### src/rtl/wallace_mul_pipe.sv
// Pipelined WIDTH x WIDTH Wallace-tree multiplier (signed/unsigned per op), 3-stage, valid/ready.
// Optional accumulate mode enabled by defining WALLACE_MUL_ACC_EN.
module wallace_mul_pipe_fa (
    input  logic a,
    input  logic b,
    input  logic c,
    output logic s,
    output logic co
);
    assign s  = a ^ b ^ c;
    assign co = (a & b) | (a & c) | (b & c);
endmodule

module wallace_mul_pipe #(
    parameter int WIDTH = 16,
    parameter int TAG_W = 4
) (
    input  logic               clk,
    input  logic               rst,
    input  logic               in_valid,
    output logic               in_ready,
    input  logic [WIDTH-1:0]   in_a,
    input  logic [WIDTH-1:0]   in_b,
    input  logic               in_signed,
    input  logic [TAG_W-1:0]   in_tag,
`ifdef WALLACE_MUL_ACC_EN
    input  logic               in_acc,
`endif
    output logic               out_valid,
    input  logic               out_ready,
    output logic [2*WIDTH-1:0] out_p,
    output logic [TAG_W-1:0]   out_tag
);
    localparam int PW = 2 * WIDTH;

    function automatic int rows_at(int lvl);
        int n = WIDTH;
        for (int i = 0; i < lvl; i++) n = (n / 3) * 2 + (n % 3);
        return n;
    endfunction

    function automatic int num_levels();
        int n = WIDTH;
        int l = 0;
        while (n > 2) begin
            n = (n / 3) * 2 + (n % 3);
            l++;
        end
        return l;
    endfunction

    localparam int LEVELS = num_levels();
    localparam int SPLIT  = (LEVELS + 1) / 2;

    // Handshake: a transfer happens on a cycle where valid & ready are both high;
    // a stage loads when its successor is empty or moving, so ready never looks at valid.
    logic v1, v2, v3;
    logic adv2, adv3;
    assign adv3      = ~v3 | out_ready;
    assign adv2      = ~v2 | adv3;
    assign in_ready  = ~v1 | adv2;
    assign out_valid = v3;

    logic [PW-1:0] t   [0:LEVELS][0:WIDTH-1];
    logic [PW-1:0] ins [1:LEVELS][0:WIDTH-1];
    logic [PW-1:0] s1_v [0:WIDTH-1];
    logic [TAG_W-1:0] s1_tag, s2_tag;
    logic [PW-1:0] s2_sum, s2_car, acc_term;
    logic [PW-1:0] a_ext;

    assign a_ext = in_signed ? {{WIDTH{in_a[WIDTH-1]}}, in_a} : {{WIDTH{1'b0}}, in_a};

    genvar i, l, k, g, j;
    generate
        for (i = 0; i < WIDTH; i++) begin : g_pp
            if (i == WIDTH - 1) begin : g_top
                // The top row carries negative weight for a two's-complement multiplier.
                assign t[0][i] = in_b[i] ? (in_signed ? -(a_ext << i) : (a_ext << i)) : '0;
            end else begin : g_row
                assign t[0][i] = in_b[i] ? (a_ext << i) : '0;
            end
        end

        for (l = 1; l <= LEVELS; l++) begin : g_lvl
            localparam int N = rows_at(l - 1);
            localparam int G = N / 3;
            localparam int M = rows_at(l);
            for (k = 0; k < WIDTH; k++) begin : g_src
                if (l == SPLIT + 1) begin : g_reg
                    assign ins[l][k] = s1_v[k];
                end else begin : g_comb
                    assign ins[l][k] = t[l-1][k];
                end
            end
            for (g = 0; g < G; g++) begin : g_csa
                logic [PW-1:0] sv, cv;
                for (j = 0; j < PW; j++) begin : g_bit
                    wallace_mul_pipe_fa u_fa (
                        .a (ins[l][3*g][j]),
                        .b (ins[l][3*g+1][j]),
                        .c (ins[l][3*g+2][j]),
                        .s (sv[j]),
                        .co(cv[j])
                    );
                end
                assign t[l][2*g]   = sv;
                assign t[l][2*g+1] = {cv[PW-2:0], 1'b0};
            end
            for (k = 0; k < N % 3; k++) begin : g_pass
                assign t[l][2*G+k] = ins[l][3*G+k];
            end
            for (k = M; k < WIDTH; k++) begin : g_zero
                assign t[l][k] = '0;
            end
        end
    endgenerate

`ifdef WALLACE_MUL_ACC_EN
    logic s1_sgn, s1_acc, s2_sgn, s2_acc, s3_sgn;
    logic [PW-1:0] acc_u, acc_s, acc_fwd;

    // A result retiring this cycle is newer than the stored accumulator, so forward it.
    always_comb begin
        acc_fwd = s2_sgn ? acc_s : acc_u;
        if (v3 && out_ready && (s3_sgn == s2_sgn)) acc_fwd = out_p;
        acc_term = s2_acc ? acc_fwd : '0;
    end
`else
    assign acc_term = '0;
`endif

    always_ff @(posedge clk) begin
        if (rst) begin
            v1      <= 1'b0;
            v2      <= 1'b0;
            v3      <= 1'b0;
            out_p   <= '0;
            out_tag <= '0;
`ifdef WALLACE_MUL_ACC_EN
            acc_u   <= '0;
            acc_s   <= '0;
`endif
        end else begin
            if (in_ready) begin
                v1 <= in_valid;
                if (in_valid) begin
                    for (int n = 0; n < WIDTH; n++) s1_v[n] <= t[SPLIT][n];
                    s1_tag <= in_tag;
`ifdef WALLACE_MUL_ACC_EN
                    s1_sgn <= in_signed;
                    s1_acc <= in_acc;
`endif
                end
            end
            if (adv2) begin
                v2 <= v1;
                if (v1) begin
                    s2_sum <= t[LEVELS][0];
                    s2_car <= t[LEVELS][1];
                    s2_tag <= s1_tag;
`ifdef WALLACE_MUL_ACC_EN
                    s2_sgn <= s1_sgn;
                    s2_acc <= s1_acc;
`endif
                end
            end
`ifdef WALLACE_MUL_ACC_EN
            if (v3 && out_ready) begin
                if (s3_sgn) acc_s <= out_p;
                else        acc_u <= out_p;
            end
`endif
            if (adv3) begin
                v3 <= v2;
                if (v2) begin
                    out_p   <= s2_sum + s2_car + acc_term;
                    out_tag <= s2_tag;
`ifdef WALLACE_MUL_ACC_EN
                    s3_sgn  <= s2_sgn;
`endif
                end
            end
        end
    end
endmodule
### config.mk
export PLATFORM = sky130hd
export DESIGN_NAME = wallace_mul_pipe
export DESIGN_NICKNAME = d
export VERILOG_FILES = /design/src/rtl/wallace_mul_pipe.sv
export SDC_FILE = /design/constraint.sdc
export NUM_CORES = 1
export LEC_CHECK = 0
export BUFFER_PORTS_ARGS = -buffer_cell sky130_fd_sc_hd__clkbuf_2
export CORE_MARGIN = 3
export CORE_UTILIZATION = 55
export CTS_BUF_LIST = sky130_fd_sc_hd__clkbuf_8
export CTS_CLUSTER_DIAMETER = 40
export DETAILED_ROUTE_END_ITERATION = 6
export MAX_ROUTING_LAYER = met4
export PLACE_DENSITY = 0.69
export REMOVE_ABC_BUFFERS = 1
export SYNTH_ARGS = -nofsm -noshare
export SYNTH_HDL_FRONTEND = slang
export SYNTH_SLANG_ARGS = --single-unit
### constraint.sdc
create_clock -name clk -period 14.7 [get_ports clk]
set_input_delay 2.205 -clock clk [delete_from_list [all_inputs] [get_ports clk]]
set_output_delay 2.205 -clock clk [all_outputs]
set_load 0.02 [all_outputs]
==> results.json <==
{
  "status": "finished clean",
  "clk_latency_ns": 0.53,
  "tightest_slew_ns": 1.02,
  "cts_tree": "built",
  "arrival_ns": 3.13,
  "antenna_found_initial": 2,
  "dp_hpwl_um": 26000,
  "final_cell_area_sq_um": 18600,
  "holdCritPathClass": "register to register",
  "synth_top_area_share_pct": 34.1,
  "maxCapViolCount": 0,
  "yosysTopAreaCell": "edfxtp_1",
  "clk_pin_slew_worst_paths_ns": 0.06,
  "syn_area_per_cell_sq_um": 11.4,
  "routed_wirelength_um": 34800,
  "finalCriticalPeriod_ns": 5.33,
  "total_leakage_power_nw": 8.09,
  "layout_setup_ws_ns": 9.37,
  "synth_area_sq_um": 17200,
  "h-tree-depth": 2,
  "yosys_most_used_dff": "edfxtp_1",
  "drive_gt1_share_pct": 9.09,
  "ir_drop_v": 0.0000616,
  "grt_pass1_vias": 10800,
  "critPathMaxFanout": 6,
  "dieArea_sq_um": 33500,
  "cp-start-kind": "primary input",
  "drtIter0Drc": 762,
  "cts_resized": 0,
  "wl_per_cell_um": 17.6,
  "powerDensity_nw_per_um2": 122,
  "post-route-drc-count": 0,
  "fin_total_pwr_mw": 2.26,
  "num_rows": 64,
  "final_cell_mix": "inv_1 (272), fa_1 (242), edfxtp_1 (196), nand2_1 (187), and2_1 (159)",
  "coreArea_sq_um": 30700,
  "post_dp_cell_area_sq_um": 17900,
  "cts_setup_buffers": 0,
  "area_growth_pct": 8.01,
  "num_vias": 10400,
  "yosys_register_bits": 235,
  "dieHeight_um": 183,
  "setup_viol": 0,
  "gr-total-overflow": 0,
  "io_pins": 79,
  "synth_area_leaders": "edfxtp_1 (34%), fa_1 (28%), and2_1 (5.8%)",
  "drtAntennaViolNets": 0,
  "die_w_um": 183,
  "fin_setup_tns_ns": 0,
  "post-route-period-util_pct": 36.3,
  "portBuffers": 78,
  "fmax_ghz": 0.188,
  "crit_required_ns": 12.49,
  "clockRootBuffer": "clkbuf_8",
  "rsz0062_at_grt": "false",
  "cts_buffer_depth": 3,
  "syn_inst": 1511,
  "yosys_warnings": 0,
  "yosysSeqAreaShare_pct": 38.7,
  "cts_buffers": 39,
  "hold_buffers": 0,
  "drv_slew": 0,
  "synth_enable_flop_cells": 196,
  "yosysUniqueCellTypes": 62,
  "crit_type": "primary input to output port",
  "final_common_cell": "inv_1",
  "globalplace.congestion": 0.903,
  "end_kind": "output port",
  "hold_viol": 0,
  "pre_cts_ws_ns": 9.01,
  "skew_ns": 0.0187,
  "grt_max_degree": 82,
  "cts.sinks": 235,
  "async_reset_ff_share_pct": 0,
  "initial_utilization_pct": 56.1,
  "avgViaCountPerCell": 5.24,
  "grtUsageTotal_pct": 22.6,
  "grt_pass1_wl_um": 58000,
  "drtPass1Iterations": 5,
  "nets": 1900,
  "slew_headroom_pct": 32.2
}
[report_power, final]
group | switching [mW] | internal [mW]
Clock | 0.250 | 0.292
Sequential | 0.0323 | 0.877
Combinational | 0.482 | 0.328
Total | 0.765 | 1.50
[metal layers]
layer | vias up | track usage [%] | wire length, um
met3 | 41 | 4.26 | 2770
li1 | 4853 | - | -
met5 | - | - | 0
met4 | 0 | 4.75 | 559
met1 | 5134 | 34.9 | 16900
met2 | 362 | 31.6 | 14600
[synth_stat cells, drive strengths merged (2+ instances only)]
cell type,n
o211ai,6
a21oi,59
edfxtp,196
a21o,11
nor2b,6
clkbuf,68
buf,10
and2,159
nand2,187
nand3,14
xor2,21
and4,2
a41oi,3
a31oi,2
nand4,5
o21a,4
or4,3
xnor2,46
nand2b,5
nor2,18
inv,256
ha,60
a211oi,4
fa,242
and3,9
o31ai,2
or3,3
o41ai,2
a221o,2
o21bai,7
nor3,4
a21boi,2
a221oi,2
o21ai,30
maj3,3
dfxtp,39
or2,2
nor3b,2
[kinds of logic after synthesis]
logic type               after synthesis  share of synthesized area [%]
AND/OR/NAND/NOR                      423                           12.4
buffers and inverters                334                           7.36
adder cells (fa/ha/maj)              305                           32.6
flip-flops                           235                           38.7
AO/OA/AOI/OAI                        145                           5.36
XOR/XNOR                              67                           3.40
multiplexers                           2                          0.123
[worst max-delay path: stages]
cell and delay [ns]:
clkbuf_2 0.08, nor2b_1 0.40, nand3_1 0.23, clkbuf_2 0.21
[area by class of cell]
cell class	count	area (sq um)
inverters	256	961
well taps	396	495
clock buffers	44	606
flip-flops and latches	235	6670
fillers	2529	12100
clock inverters	25	138
diodes	1	2.50
repair buffers	83	428
multi-input cells	942	9320
[path summary, 6_finish.rpt]
check         endpoint      start  cells after the start  slack [ns]
max           in_ready  out_ready                      4        9.37
min          s2_tag[1]  s1_tag[1]                      0        0.42
max reg2reg  out_p[31]  s2_sum[7]                      9       11.78
min reg2reg  s2_tag[1]  s1_tag[1]                      0        0.42
[state kept, by name, summed over array words and instances, names as in the netlist]
signal	flops
s2_tag	4
out_p	32
s2_car	25
v1	1
s1_tag	4
s1_v	131
out_valid	1
s2_sum	32
v2	1
out_tag	4
[metrics by stage]
step / utilization, % / hold slack, ns / std cells
2_1_floorplan: - / 0.400 / 1433
3_3_place_gp: 58.1 / 0.404 / 1912
3_5_place_dp: 58.1 / 0.406 / 1912
4_1_cts: 60.5 / 0.421 / 1981
5_1_grt: 60.6 / 0.425 / 1982
6_report: 60.6 / 0.423 / 1982
(Power assumes the default switching activity.)
